[src/rtl/cu_pkg.sv]
// cu_pkg: opcodes, ALU codes, FSM/class enums and control word for control_sequencer
package cu_pkg;
  localparam logic [4:0] OP_LD = 5'd0, OP_LDI = 5'd1, OP_ST = 5'd2, OP_ADD = 5'd3, OP_SUB = 5'd4;
  localparam logic [4:0] OP_AND = 5'd5, OP_OR = 5'd6, OP_MUL = 5'd14, OP_DIV = 5'd15, OP_NEG = 5'd17;
  localparam logic [4:0] OP_NOT = 5'd18, OP_BR = 5'd19, OP_JR = 5'd20, OP_JAL = 5'd21, OP_IN = 5'd22;
  localparam logic [4:0] OP_OUT = 5'd23, OP_MFHI = 5'd24, OP_MFLO = 5'd25, OP_NOP = 5'd26, OP_HALT = 5'd27;
  localparam logic [4:0] ALU_NOP = 5'd0, ALU_ADD = 5'd3, ALU_INCPC = 5'd19;
  typedef enum logic [2:0] {S_RESET, S_FETCH0, S_FETCH1, S_FETCH2, S_EXEC, S_HALT, S_TRAP} state_t;
  typedef enum logic [3:0] {
    CL_NONE, CL_LD, CL_LDI, CL_ST, CL_ALU3, CL_MULDIV, CL_UNARY,
    CL_BR, CL_JR, CL_JAL, CL_IN, CL_OUT, CL_MFHI, CL_MFLO
  } cls_t;
  typedef struct packed {
    logic gra, grb, grc, r_in, r_out, ba_out;
    logic y_in, z_in, zhigh_out, zlow_out, hi_in, hi_out, lo_in, lo_out, c_out;
    logic pc_in, pc_out, pc_inc, ir_in, mar_in, mdr_in, mdr_out;
    logic mem_read, mem_write, con_in, inport_out, outport_in;
    logic run, illegal;
    logic [4:0] alu_op;
  } cw_t;
  // nop, halt and undefined opcodes all map to CL_NONE; the FSM separates them
  function automatic cls_t op_class(input logic [4:0] op);
    case (op)
      OP_LD: return CL_LD;
      OP_LDI: return CL_LDI;
      OP_ST: return CL_ST;
      OP_ADD, OP_SUB, OP_AND, OP_OR: return CL_ALU3;
      OP_MUL, OP_DIV: return CL_MULDIV;
      OP_NEG, OP_NOT: return CL_UNARY;
      OP_BR: return CL_BR;
      OP_JR: return CL_JR;
      OP_JAL: return CL_JAL;
      OP_IN: return CL_IN;
      OP_OUT: return CL_OUT;
      OP_MFHI: return CL_MFHI;
      OP_MFLO: return CL_MFLO;
      default: return CL_NONE;
    endcase
  endfunction
  function automatic logic [2:0] last_step(input cls_t c);
    case (c)
      CL_LD: return 3'd7;
      CL_ST, CL_MULDIV, CL_BR: return 3'd6;
      CL_LDI, CL_ALU3: return 3'd5;
      CL_UNARY, CL_JAL: return 3'd4;
      default: return 3'd3;
    endcase
  endfunction
endpackage

[src/rtl/control_sequencer_if.sv]
// control_sequencer_if: instruction/status inputs and datapath enables of the sequencer
interface control_sequencer_if #(parameter int IR_W = 32, parameter int ALU_OP_W = 5) ();
  logic [IR_W-1:0] ir;
  logic con_ff, mem_ready;
  logic gra, grb, grc, r_in, r_out, ba_out;
  logic y_in, z_in, zhigh_out, zlow_out, hi_in, hi_out, lo_in, lo_out, c_out;
  logic pc_in, pc_out, pc_inc, ir_in, mar_in, mdr_in, mdr_out;
  logic mem_read, mem_write, con_in, inport_out, outport_in;
  logic [ALU_OP_W-1:0] alu_op;
  logic run, illegal;
  modport master (
    input ir, con_ff, mem_ready,
    output gra, grb, grc, r_in, r_out, ba_out, y_in, z_in, zhigh_out, zlow_out, hi_in, hi_out,
      lo_in, lo_out, c_out, pc_in, pc_out, pc_inc, ir_in, mar_in, mdr_in, mdr_out,
      mem_read, mem_write, con_in, inport_out, outport_in, alu_op, run, illegal
  );
  modport slave (
    output ir, con_ff, mem_ready,
    input gra, grb, grc, r_in, r_out, ba_out, y_in, z_in, zhigh_out, zlow_out, hi_in, hi_out,
      lo_in, lo_out, c_out, pc_in, pc_out, pc_inc, ir_in, mar_in, mdr_in, mdr_out,
      mem_read, mem_write, con_in, inport_out, outport_in, alu_op, run, illegal
  );
endinterface

[src/rtl/cu_step_decode.sv]
// cu_step_decode: combinational control word for the current state/class/step
module cu_step_decode
  import cu_pkg::*;
(
  input  state_t     i_state,
  input  cls_t       i_cls,
  input  logic [2:0] i_step,
  input  logic [4:0] i_op,
  input  logic       i_con_ff,
  output cw_t        o_cw
);
  // only br T6 looks at an input (con_ff gates pc_in); everything else is pure Moore
  always_comb begin
    o_cw = '0;
    o_cw.run = !(i_state inside {S_RESET, S_HALT, S_TRAP});
    o_cw.illegal = i_state == S_TRAP;
    case (i_state)
      S_FETCH0: begin
        {o_cw.pc_out, o_cw.mar_in, o_cw.pc_inc, o_cw.z_in} = 4'hf;
        o_cw.alu_op = ALU_INCPC;
      end
      S_FETCH1: {o_cw.zlow_out, o_cw.pc_in, o_cw.mem_read, o_cw.mdr_in} = 4'hf;
      S_FETCH2: {o_cw.mdr_out, o_cw.ir_in} = 2'b11;
      S_EXEC: case (i_cls)
        CL_LD, CL_LDI, CL_ST: case (i_step)
          3'd3: {o_cw.grb, o_cw.ba_out, o_cw.r_out, o_cw.y_in} = 4'hf;
          3'd4: begin {o_cw.c_out, o_cw.z_in} = 2'b11; o_cw.alu_op = ALU_ADD; end
          3'd5: if (i_cls == CL_LDI) {o_cw.zlow_out, o_cw.gra, o_cw.r_in} = 3'b111;
                else {o_cw.zlow_out, o_cw.mar_in} = 2'b11;
          3'd6: if (i_cls == CL_ST) {o_cw.gra, o_cw.r_out, o_cw.mdr_in, o_cw.mem_write} = 4'hf;
                else {o_cw.mem_read, o_cw.mdr_in} = 2'b11;
          3'd7: {o_cw.mdr_out, o_cw.gra, o_cw.r_in} = 3'b111;
          default: ;
        endcase
        CL_ALU3: case (i_step)
          3'd3: {o_cw.grb, o_cw.r_out, o_cw.y_in} = 3'b111;
          3'd4: begin {o_cw.grc, o_cw.r_out, o_cw.z_in} = 3'b111; o_cw.alu_op = i_op; end
          3'd5: {o_cw.zlow_out, o_cw.gra, o_cw.r_in} = 3'b111;
          default: ;
        endcase
        CL_MULDIV: case (i_step)
          3'd3: {o_cw.gra, o_cw.r_out, o_cw.y_in} = 3'b111;
          3'd4: begin {o_cw.grb, o_cw.r_out, o_cw.z_in} = 3'b111; o_cw.alu_op = i_op; end
          3'd5: {o_cw.zlow_out, o_cw.lo_in} = 2'b11;
          3'd6: {o_cw.zhigh_out, o_cw.hi_in} = 2'b11;
          default: ;
        endcase
        CL_UNARY: case (i_step)
          3'd3: begin {o_cw.grb, o_cw.r_out, o_cw.z_in} = 3'b111; o_cw.alu_op = i_op; end
          3'd4: {o_cw.zlow_out, o_cw.gra, o_cw.r_in} = 3'b111;
          default: ;
        endcase
        CL_BR: case (i_step)
          3'd3: {o_cw.gra, o_cw.r_out, o_cw.con_in} = 3'b111;
          3'd4: {o_cw.pc_out, o_cw.y_in} = 2'b11;
          3'd5: begin {o_cw.c_out, o_cw.z_in} = 2'b11; o_cw.alu_op = ALU_ADD; end
          3'd6: begin o_cw.zlow_out = 1'b1; o_cw.pc_in = i_con_ff; end
          default: ;
        endcase
        CL_JAL: if (i_step == 3'd3) {o_cw.pc_out, o_cw.grb, o_cw.r_in} = 3'b111;
                else {o_cw.gra, o_cw.r_out, o_cw.pc_in} = 3'b111;
        CL_JR: {o_cw.gra, o_cw.r_out, o_cw.pc_in} = 3'b111;
        CL_IN: {o_cw.inport_out, o_cw.gra, o_cw.r_in} = 3'b111;
        CL_OUT: {o_cw.gra, o_cw.r_out, o_cw.outport_in} = 3'b111;
        CL_MFHI: {o_cw.hi_out, o_cw.gra, o_cw.r_in} = 3'b111;
        CL_MFLO: {o_cw.lo_out, o_cw.gra, o_cw.r_in} = 3'b111;
        default: ;
      endcase
      default: ;
    endcase
  end
endmodule

[src/rtl/control_sequencer.sv]
// control_sequencer: multi-cycle CPU control FSM (fetch, execute, HALT, TRAP).
// Define CU_MEM_HANDSHAKE_EN to stall memory steps until mem_ready is sampled high.
module control_sequencer
  import cu_pkg::*;
#(
  parameter int OPC_W    = 5,
  parameter int IR_W     = 32,
  parameter int ALU_OP_W = 5
) (
  input logic clk,
  input logic clr,
  control_sequencer_if.master bus
);
  state_t     r_state;
  cls_t       r_cls;
  logic [2:0] r_step;
  logic [4:0] r_op;
  logic [4:0] w_opc;
  cls_t       w_cls;
  logic       w_stall;
  cw_t        w_cw;
  assign w_opc = 5'(bus.ir[IR_W-1 -: OPC_W]);
  assign w_cls = op_class(w_opc);
`ifdef CU_MEM_HANDSHAKE_EN
  logic w_mem_step;
  assign w_mem_step = r_state == S_FETCH1 ||
                      (r_state == S_EXEC && r_step == 3'd6 && (r_cls == CL_LD || r_cls == CL_ST));
  assign w_stall = w_mem_step && !bus.mem_ready;
`else
  assign w_stall = 1'b0;
`endif
  // state, step and class; ir is captured only on the FETCH2 exit edge
  always_ff @(posedge clk or negedge clr)
    if (!clr) begin
      r_state <= S_RESET;
      r_step <= '0;
      r_cls <= CL_NONE;
      r_op <= '0;
    end else if (!w_stall) case (r_state)
      S_RESET: r_state <= S_FETCH0;
      S_FETCH0: r_state <= S_FETCH1;
      S_FETCH1: r_state <= S_FETCH2;
      S_FETCH2: begin
        r_state <= w_opc == OP_NOP ? S_FETCH0 : w_opc == OP_HALT ? S_HALT :
                   w_cls == CL_NONE ? S_TRAP : S_EXEC;
        r_step <= 3'd3;
        r_cls <= w_cls;
        r_op <= w_opc;
      end
      S_EXEC: begin
        r_state <= r_step == last_step(r_cls) ? S_FETCH0 : S_EXEC;
        r_step <= r_step + 3'd1;
      end
      default: r_state <= r_state;
    endcase
  cu_step_decode u_dec (
    .i_state(r_state), .i_cls(r_cls), .i_step(r_step), .i_op(r_op),
    .i_con_ff(bus.con_ff), .o_cw(w_cw)
  );
  assign {bus.gra, bus.grb, bus.grc, bus.r_in, bus.r_out, bus.ba_out} =
         {w_cw.gra, w_cw.grb, w_cw.grc, w_cw.r_in, w_cw.r_out, w_cw.ba_out};
  assign {bus.y_in, bus.z_in, bus.zhigh_out, bus.zlow_out, bus.hi_in, bus.hi_out, bus.lo_in, bus.lo_out, bus.c_out} =
         {w_cw.y_in, w_cw.z_in, w_cw.zhigh_out, w_cw.zlow_out, w_cw.hi_in, w_cw.hi_out, w_cw.lo_in, w_cw.lo_out, w_cw.c_out};
  assign {bus.pc_in, bus.pc_out, bus.pc_inc, bus.ir_in, bus.mar_in, bus.mdr_in, bus.mdr_out} =
         {w_cw.pc_in, w_cw.pc_out, w_cw.pc_inc, w_cw.ir_in, w_cw.mar_in, w_cw.mdr_in, w_cw.mdr_out};
  assign {bus.mem_read, bus.mem_write, bus.con_in, bus.inport_out, bus.outport_in, bus.run, bus.illegal} =
         {w_cw.mem_read, w_cw.mem_write, w_cw.con_in, w_cw.inport_out, w_cw.outport_in, w_cw.run, w_cw.illegal};
  assign bus.alu_op = ALU_OP_W'(w_cw.alu_op);
endmodule

[src/flat_wrapper.sv]
// flat-port wrapper written by rule: the top's interface ports become plain ports
module control_sequencer_flat import cu_pkg::*;
#(
  parameter int OPC_W    = 5,
  parameter int IR_W     = 32,
  parameter int ALU_OP_W = 5
)
  (clk, clr, bus_ir, bus_con_ff, bus_mem_ready, bus_gra, bus_grb, bus_grc, bus_r_in, bus_r_out, bus_ba_out, bus_y_in, bus_z_in, bus_zhigh_out, bus_zlow_out, bus_hi_in, bus_hi_out, bus_lo_in, bus_lo_out, bus_c_out, bus_pc_in, bus_pc_out, bus_pc_inc, bus_ir_in, bus_mar_in, bus_mdr_in, bus_mdr_out, bus_mem_read, bus_mem_write, bus_con_in, bus_inport_out, bus_outport_in, bus_alu_op, bus_run, bus_illegal);
  control_sequencer_if #(.IR_W(IR_W), .ALU_OP_W(ALU_OP_W)) bus_i ();
  input logic clk;
  input logic clr;
  input wire logic [$bits(bus_i.ir)-1:0] bus_ir;
  input wire logic [$bits(bus_i.con_ff)-1:0] bus_con_ff;
  input wire logic [$bits(bus_i.mem_ready)-1:0] bus_mem_ready;
  output wire logic [$bits(bus_i.gra)-1:0] bus_gra;
  output wire logic [$bits(bus_i.grb)-1:0] bus_grb;
  output wire logic [$bits(bus_i.grc)-1:0] bus_grc;
  output wire logic [$bits(bus_i.r_in)-1:0] bus_r_in;
  output wire logic [$bits(bus_i.r_out)-1:0] bus_r_out;
  output wire logic [$bits(bus_i.ba_out)-1:0] bus_ba_out;
  output wire logic [$bits(bus_i.y_in)-1:0] bus_y_in;
  output wire logic [$bits(bus_i.z_in)-1:0] bus_z_in;
  output wire logic [$bits(bus_i.zhigh_out)-1:0] bus_zhigh_out;
  output wire logic [$bits(bus_i.zlow_out)-1:0] bus_zlow_out;
  output wire logic [$bits(bus_i.hi_in)-1:0] bus_hi_in;
  output wire logic [$bits(bus_i.hi_out)-1:0] bus_hi_out;
  output wire logic [$bits(bus_i.lo_in)-1:0] bus_lo_in;
  output wire logic [$bits(bus_i.lo_out)-1:0] bus_lo_out;
  output wire logic [$bits(bus_i.c_out)-1:0] bus_c_out;
  output wire logic [$bits(bus_i.pc_in)-1:0] bus_pc_in;
  output wire logic [$bits(bus_i.pc_out)-1:0] bus_pc_out;
  output wire logic [$bits(bus_i.pc_inc)-1:0] bus_pc_inc;
  output wire logic [$bits(bus_i.ir_in)-1:0] bus_ir_in;
  output wire logic [$bits(bus_i.mar_in)-1:0] bus_mar_in;
  output wire logic [$bits(bus_i.mdr_in)-1:0] bus_mdr_in;
  output wire logic [$bits(bus_i.mdr_out)-1:0] bus_mdr_out;
  output wire logic [$bits(bus_i.mem_read)-1:0] bus_mem_read;
  output wire logic [$bits(bus_i.mem_write)-1:0] bus_mem_write;
  output wire logic [$bits(bus_i.con_in)-1:0] bus_con_in;
  output wire logic [$bits(bus_i.inport_out)-1:0] bus_inport_out;
  output wire logic [$bits(bus_i.outport_in)-1:0] bus_outport_in;
  output wire logic [$bits(bus_i.alu_op)-1:0] bus_alu_op;
  output wire logic [$bits(bus_i.run)-1:0] bus_run;
  output wire logic [$bits(bus_i.illegal)-1:0] bus_illegal;
  assign bus_i.ir = bus_ir;
  assign bus_i.con_ff = bus_con_ff;
  assign bus_i.mem_ready = bus_mem_ready;
  assign bus_gra = bus_i.gra;
  assign bus_grb = bus_i.grb;
  assign bus_grc = bus_i.grc;
  assign bus_r_in = bus_i.r_in;
  assign bus_r_out = bus_i.r_out;
  assign bus_ba_out = bus_i.ba_out;
  assign bus_y_in = bus_i.y_in;
  assign bus_z_in = bus_i.z_in;
  assign bus_zhigh_out = bus_i.zhigh_out;
  assign bus_zlow_out = bus_i.zlow_out;
  assign bus_hi_in = bus_i.hi_in;
  assign bus_hi_out = bus_i.hi_out;
  assign bus_lo_in = bus_i.lo_in;
  assign bus_lo_out = bus_i.lo_out;
  assign bus_c_out = bus_i.c_out;
  assign bus_pc_in = bus_i.pc_in;
  assign bus_pc_out = bus_i.pc_out;
  assign bus_pc_inc = bus_i.pc_inc;
  assign bus_ir_in = bus_i.ir_in;
  assign bus_mar_in = bus_i.mar_in;
  assign bus_mdr_in = bus_i.mdr_in;
  assign bus_mdr_out = bus_i.mdr_out;
  assign bus_mem_read = bus_i.mem_read;
  assign bus_mem_write = bus_i.mem_write;
  assign bus_con_in = bus_i.con_in;
  assign bus_inport_out = bus_i.inport_out;
  assign bus_outport_in = bus_i.outport_in;
  assign bus_alu_op = bus_i.alu_op;
  assign bus_run = bus_i.run;
  assign bus_illegal = bus_i.illegal;
  control_sequencer #(.OPC_W(OPC_W), .IR_W(IR_W), .ALU_OP_W(ALU_OP_W)) u_core (.clk(clk), .clr(clr), .bus(bus_i));
endmodule
[config.mk]
export PLATFORM = sky130hd
export DESIGN_NAME = control_sequencer_flat
export DESIGN_NICKNAME = d
export VERILOG_FILES = /design/src/rtl/cu_pkg.sv /design/src/rtl/control_sequencer_if.sv /design/src/rtl/cu_step_decode.sv /design/src/rtl/control_sequencer.sv /design/src/flat_wrapper.sv
export SDC_FILE = /design/constraint.sdc
export NUM_CORES = 1
export LEC_CHECK = 0
export ABC_AREA = 1
export CORE_AREA = 2 2 84 86
export CTS_CLUSTER_DIAMETER = 150
export DETAILED_ROUTE_END_ITERATION = 12
export DIE_AREA = 0 0 86 88
export GPL_TIMING_DRIVEN = 1
export PLACE_DENSITY_LB_ADDON = 0.2
export SYNTH_ARGS = -nofsm -noshare
export SYNTH_HDL_FRONTEND = slang
export SYNTH_SLANG_ARGS = --single-unit
[constraint.sdc]
create_clock -name clk -period 2.3 [get_ports clk]
set_input_delay 0.345 -clock clk [delete_from_list [all_inputs] [get_ports clk]]
set_output_delay 0.345 -clock clk [all_outputs]
set_load 0.05 [all_outputs]
Yosys cells after proc, flatten, opt, wreduce, memory -nomap -nowiden
Memory sizes are Yosys's and may differ from the RTL's.
Cells that the tools add are included.
{"block": "op_classes", "addsub": 1, "eq_ne": 27, "muxes": 65, "n_reduce_logical": 16}
{"cell": "$pmux W1 S2", "n": 13}
{"cell": "$mux W1", "n": 25}
{"cell": "$eq A4 B4 Y1 const B", "n": 6}
{"cell": "$eq A3 B3 Y1 const B", "n": 7}
{"cell": "$mux W5", "n": 4}
{"cell": "$pmux W5 S4", "n": 1}
{"cell": "$eq A4 B3 Y1 const B", "n": 4}
{"cell": "$pmux W1 S3", "n": 5}
{"cell": "$pmux W3 S5", "n": 1}
{"cell": "$mux W3", "n": 4}
{"cell": "$eq A5 B5 Y1 const B", "n": 2}
{"cell": "$mux W2", "n": 5}
{"cell": "$pmux W1 S5", "n": 2}
{"cell": "$pmux W5 S2", "n": 1}
{"cell": "$reduce_or A2 Y1", "n": 5}
{"cell": "$reduce_or A5 Y1", "n": 2}
{"cell": "$eq A3 B2 Y1 const B", "n": 3}
{"cell": "$eq A4 B2 Y1 const B", "n": 2}
{"cell": "$mux W7", "n": 1}
{"cell": "$pmux W1 S6", "n": 1}
{"cell": "$pmux W3 S2", "n": 1}
{"cell": "$reduce_or A3 Y1", "n": 2}
{"cell": "$reduce_or A6 Y1", "n": 1}
{"cell": "$reduce_bool A5 Y1", "n": 1}
{"cell": "10 further kinds", "n": 10}
{"block": "totals", "register_bits": 15, "romBits": 176, "in_bits": 36, "out_inout_bits": 34, "elab_cells": 115, "n_memories": 2}
{"memory": "(no name shown)", "words": 32, "width": 4, "rd": 1, "rd_ports_with_merged_regs": 0, "write_ports": 0, "line": "cu_pkg.sv:23", "text": "case (op)"}
{"memory": "(no name shown)", "words": 16, "width": 3, "rd": 1, "rd_ports_with_merged_regs": 0, "write_ports": 0, "line": "cu_pkg.sv:41", "text": "case (c)"}

Longest topological paths before layout
An unclocked memory read counts as a cell.
{"block": "logic_depth", "ltp_word": 6, "mapped_depth": 10, "ltp_nobuf": 10}

Cells and area by module
From an unflattened synthesis, not the netlist that was laid out.
{"block": "unflattened", "hier_cells": 283, "hier_area_um2": 1656.6}
{"mod": "control_sequencer", "n_inst": 1, "cells_each": 133, "area_each_um2": 984.7, "seq_area_each_um2": 375.4}
{"mod": "cu_step_decode", "n_inst": 1, "cells_each": 150, "area_each_um2": 671.9, "seq_area_each_um2": 0.0}

Worst setup path after synthesis
Ideal clock, no wire load.
{"block": "synth_timing", "kind": "register to output", "startpoint": "register u_core.r_step[0]", "endpoint": "output port bus_grc", "arrival_time_ns": 2.281, "required_ns": 1.955, "setup_slack_ns": -0.326, "stages_incl_launch_ff": 5, "path_cell_list": "dfrtp_1 inv_1 ha_1 nand2_1 nor4_1"}
{"block": "synth_between", "elab_chain_cells": 4}
{"item": "from (decl)", "line": "control_sequencer.sv:16", "text": "logic [2:0] r_step;"}
{"item": "from (signal assigned)", "line": "control_sequencer.sv:52", "text": "r_step <= r_step + 3'd1;"}
{"item": "$eq A3 B3 Y1", "line": "cu_step_decode.sv:35", "text": "CL_ALU3: case (i_step)"}
{"item": "$mux W1", "line": "cu_step_decode.sv:35"}
{"item": "$mux W1", "line": "cu_step_decode.sv:24", "text": "S_EXEC: case (i_cls)"}
{"item": "$mux W7", "line": "cu_step_decode.sv:17", "text": "case (i_state)"}
{"item": "to (decl)", "line": "flat_wrapper.sv:17", "text": "output wire logic [$bits(bus_i.grc)-1:0] bus_grc;"}
Every way passes these cells.

Worst setup path in the final report
{"block": "layout_timing", "startpoint": "register u_core.r_cls[1]", "endpoint": "output port bus_gra"}
{"block": "layout_between", "elab_chain_cells": 5}
{"item": "from (decl)", "line": "control_sequencer.sv:15", "text": "cls_t r_cls;"}
{"item": "from (signal assigned)", "line": "control_sequencer.sv:47", "text": "r_cls <= w_cls;"}
{"item": "$eq A4 B2 Y1 (on tied branches)", "line": "cu_step_decode.sv:24, cu_step_decode.sv:30, cu_step_decode.sv:28"}
{"item": "$mux W1 (on tied branches)", "line": "cu_step_decode.sv:30, cu_step_decode.sv:28"}
{"item": "$pmux W1 S3", "line": "cu_step_decode.sv:25", "text": "CL_LD, CL_LDI, CL_ST: case (i_step)"}
{"item": "$pmux W1 S6 (*)", "line": "cu_step_decode.sv:24"}
{"item": "$mux W7 (*)", "line": "cu_step_decode.sv:17"}
{"item": "to (decl)", "line": "flat_wrapper.sv:15", "text": "output wire logic [$bits(bus_i.gra)-1:0] bus_gra;"}
Mark *: on every way between the ends. The rest lies on a longest branch, timed or not.

==> results.tsv <==
metric	value	unit
clock tree sinks	15	
root buffer cell	clkbuf_8	
DIE AREA	7570	µm²
Rows	30	
gpl congestion	0.894	
Mapped Nets	306	
Die Y	88	µm
layout cells sized above 1	35.1	%
f_max	445	MHz
HP Class	flop to flop	
status	complete, no violations	
Tmin final	2.25	ns
synth unique cells	28	
commonest non-fill, non-tap cells in the layout	nand2_1, buf_12, nand3_1	
port bufs	41	
ANT nets after route	0	
relative max-transition margin	51.9	%
clock buffer depth	2	
Vias	1859	
fin. max-slew vios	0	
CTS tree	done	
gr usage total	14.8	%
final hold vios	0	
mean post-synth cell area	6.27	µm²
Syn-to-layout area delta	64.9	%
P per Cell Area	204	nW/µm²
largest net degree at the start of global routing	17	
DR pass1 iterations	4	
CP startpoint kind	flop	
DRC viols	0	
Final Power	0.547	mW
Required @ worst endpoint	1.96	ns
WHS	0.497	ns
Slowest-stage cell, CP	dfrtp_1	
CP delay by family, top	simple AND/OR/NAND/NOR gates	
global-route wire length before repair	8850	µm
R2R setup slack	0.77	ns
global route overflow	0	
Peak VDD IR	0.193	mV
# IOs	70	
sequential share of the synthesized area	23.1	%
worst path cell trace	buf_4 > nand2_1 > nor2_1 > nor2_1 > o21ai_0 > nor2_1 > nand3_1 > nand2_1 > inv_2 > buf_12	
Core Region	6640	µm²
DR WL/cell	13.3	µm
Leakage	1.24	nW
drt initial violations	52	
gate count of the mapped netlist	259	
Setup CP Type	flop to output pin	
Yosys reg bits	15	
vias in the first global route	1860	
drt via density	4.73	
# H-tree levels	1	
antenna violations before repair	0	
Critical Path AT	1.90	ns
crit path capture type	output pin	
Clock Latency Late Sink	0.25	ns
Crit path top cell by count	nor2_1	
fin crit share	97.7	%
unrepaired setup endpoints after global routing	yes	
Hold Buf Count CTS	0	
Initial Util	24.4	%
Max Cap Viol	0	
post-detail-place hpwl	4340	µm
Mapped Area	1620	µm²
total CTS buffers	3	
worst stage delay on the critical path	0.45	ns
critical-path maximum fanout	10	
n_diodes	0	
Die Span X	86	µm
most common cell after layout, fill and taps aside	nand2_1	
Synth Warn #	0	
Final Setup Violations	0	
Clock Pin Slew Worst Setup and Hold Paths	0.06	ns
Buf/Inv on CP	3	
worst-margin pin slew	0.719	ns
fin nets	361	
Final Skew	0.00115	ns
Routed WL	5230	µm
power by group:
part           leakage (nW)  internal [mW]  switching [mW]
clock network        0.0228          0.123          0.0939
logic                  1.07         0.0241          0.0395
registers             0.149          0.265         0.00179
area by class of cell:
cell class                 count  area (µm²)
fill                         691        3970
multi-input combinational    199        1180
clock buffer                   4        45.0
timing repair buffer          57         833
inverter                      38         145
tap                           80         100
sequential                    15         378
path summary, 6_finish.rpt:
kind | start | end | depth (start not counted)
max in group asynchronous | clr | u_core.r_cls[0] | 1
worst min-delay path | u_core.r_op[1] | u_core.r_op[1] | 2
worst min register to register | u_core.r_op[1] | u_core.r_op[1] | 2
worst max register to register | u_core.r_state[2] | u_core.r_state[1] | 10
worst max-delay path | u_core.r_cls[1] | bus_gra | 10
min in group asynchronous | clr | u_core.r_op[0] | 1
layer usage:
layer	GRT usage, %	routed length, µm	vias to the layer above
met4	6.20	116	0
met3	1.70	283	11
li1	-	-	957
met2	25.7	2470	55
met1	18.7	2350	836
met5	0	0	-
logic make-up (layout without fill, tap and decap cells):
group | Yosys count | in the layout | synth area share, %
AND/OR/NAND/NOR | 142 | 142 | 39.8
flip-flops | 15 | 15 | 23.1
buffers and inverters | 45 | 99 | 11.4
adder cells (fa/ha/maj) | 11 | 11 | 8.47
AO/OA/AOI/OAI | 46 | 46 | 17.3
cells in the mapped netlist:
library cell / instances / area [µm²]
nand2_2: 3 / 18.8
nor3_1: 7 / 35.0
ha_1: 11 / 138
a21oi_1: 10 / 50.1
inv_2: 7 / 26.3
nor4_1: 1 / 6.26
or2_2: 1 / 6.26
buf_2: 3 / 15.0
buf_4: 3 / 22.5
o22ai_1: 2 / 12.5
o2111ai_1: 1 / 8.76
nor2_1: 22 / 82.6
nand4_1: 3 / 18.8
nand3_1: 27 / 135
nand2_1: 68 / 255
nand2_4: 1 / 11.3
a41oi_1: 1 / 8.76
o21ai_2: 5 / 43.8
nor2_4: 2 / 22.5
o21ai_0: 19 / 95.1
a21oi_2: 1 / 8.76
inv_1: 31 / 116
dfrtp_1: 15 / 375
o211ai_1: 4 / 30.0
nor3_4: 1 / 16.3
o31ai_1: 3 / 22.5
nor2_2: 6 / 37.5
clkbuf_2: 1 / 5.00
per-stage QoR:
stage | cell area (µm²) | setup slack, ns | setup TNS, ns | util, % | cells
after floorplan | 1650 | -0.0640 | -0.286 | - | 259
after global placement | 2520 | 0.184 | 0 | 37.9 | 386
after detailed placement | 2520 | 0.186 | 0 | 37.9 | 386
after CTS | 2580 | -0.0128 | -0.0128 | 38.8 | 390
after global routing | 2680 | -0.0344 | -0.0609 | 40.3 | 393
final | 2680 | 0.0534 | 0 | 40.3 | 393
flip-flops by register name, summed over array words and instances, names as in the netlist:
signal	flops
u_core.r_cls	4
u_core.r_op	5
u_core.r_state	3
u_core.r_step	3
worst register-to-register path, stage by stage, from the launching register on:
cell and delay [ns]:
dfrtp_1 0.44, inv_1 0.11, nand2_1 0.09, nor2_2 0.13, buf_4 0.20, nand3_1 0.11
o21ai_2 0.08, inv_1 0.05, nor2_1 0.08, nand3_1 0.09, nand3_1 0.09
repair_timing:
| action | 4_1_cts | 5_1_grt |
|---|---|---|
| gates resized for setup | 5 | 26 |
| endpoints found under the setup margin | 7 | 13 |
| pin swaps | 0 | 10 |
| buffers inserted | 0 | 4 |
Power figures use the tool's default switching activity.
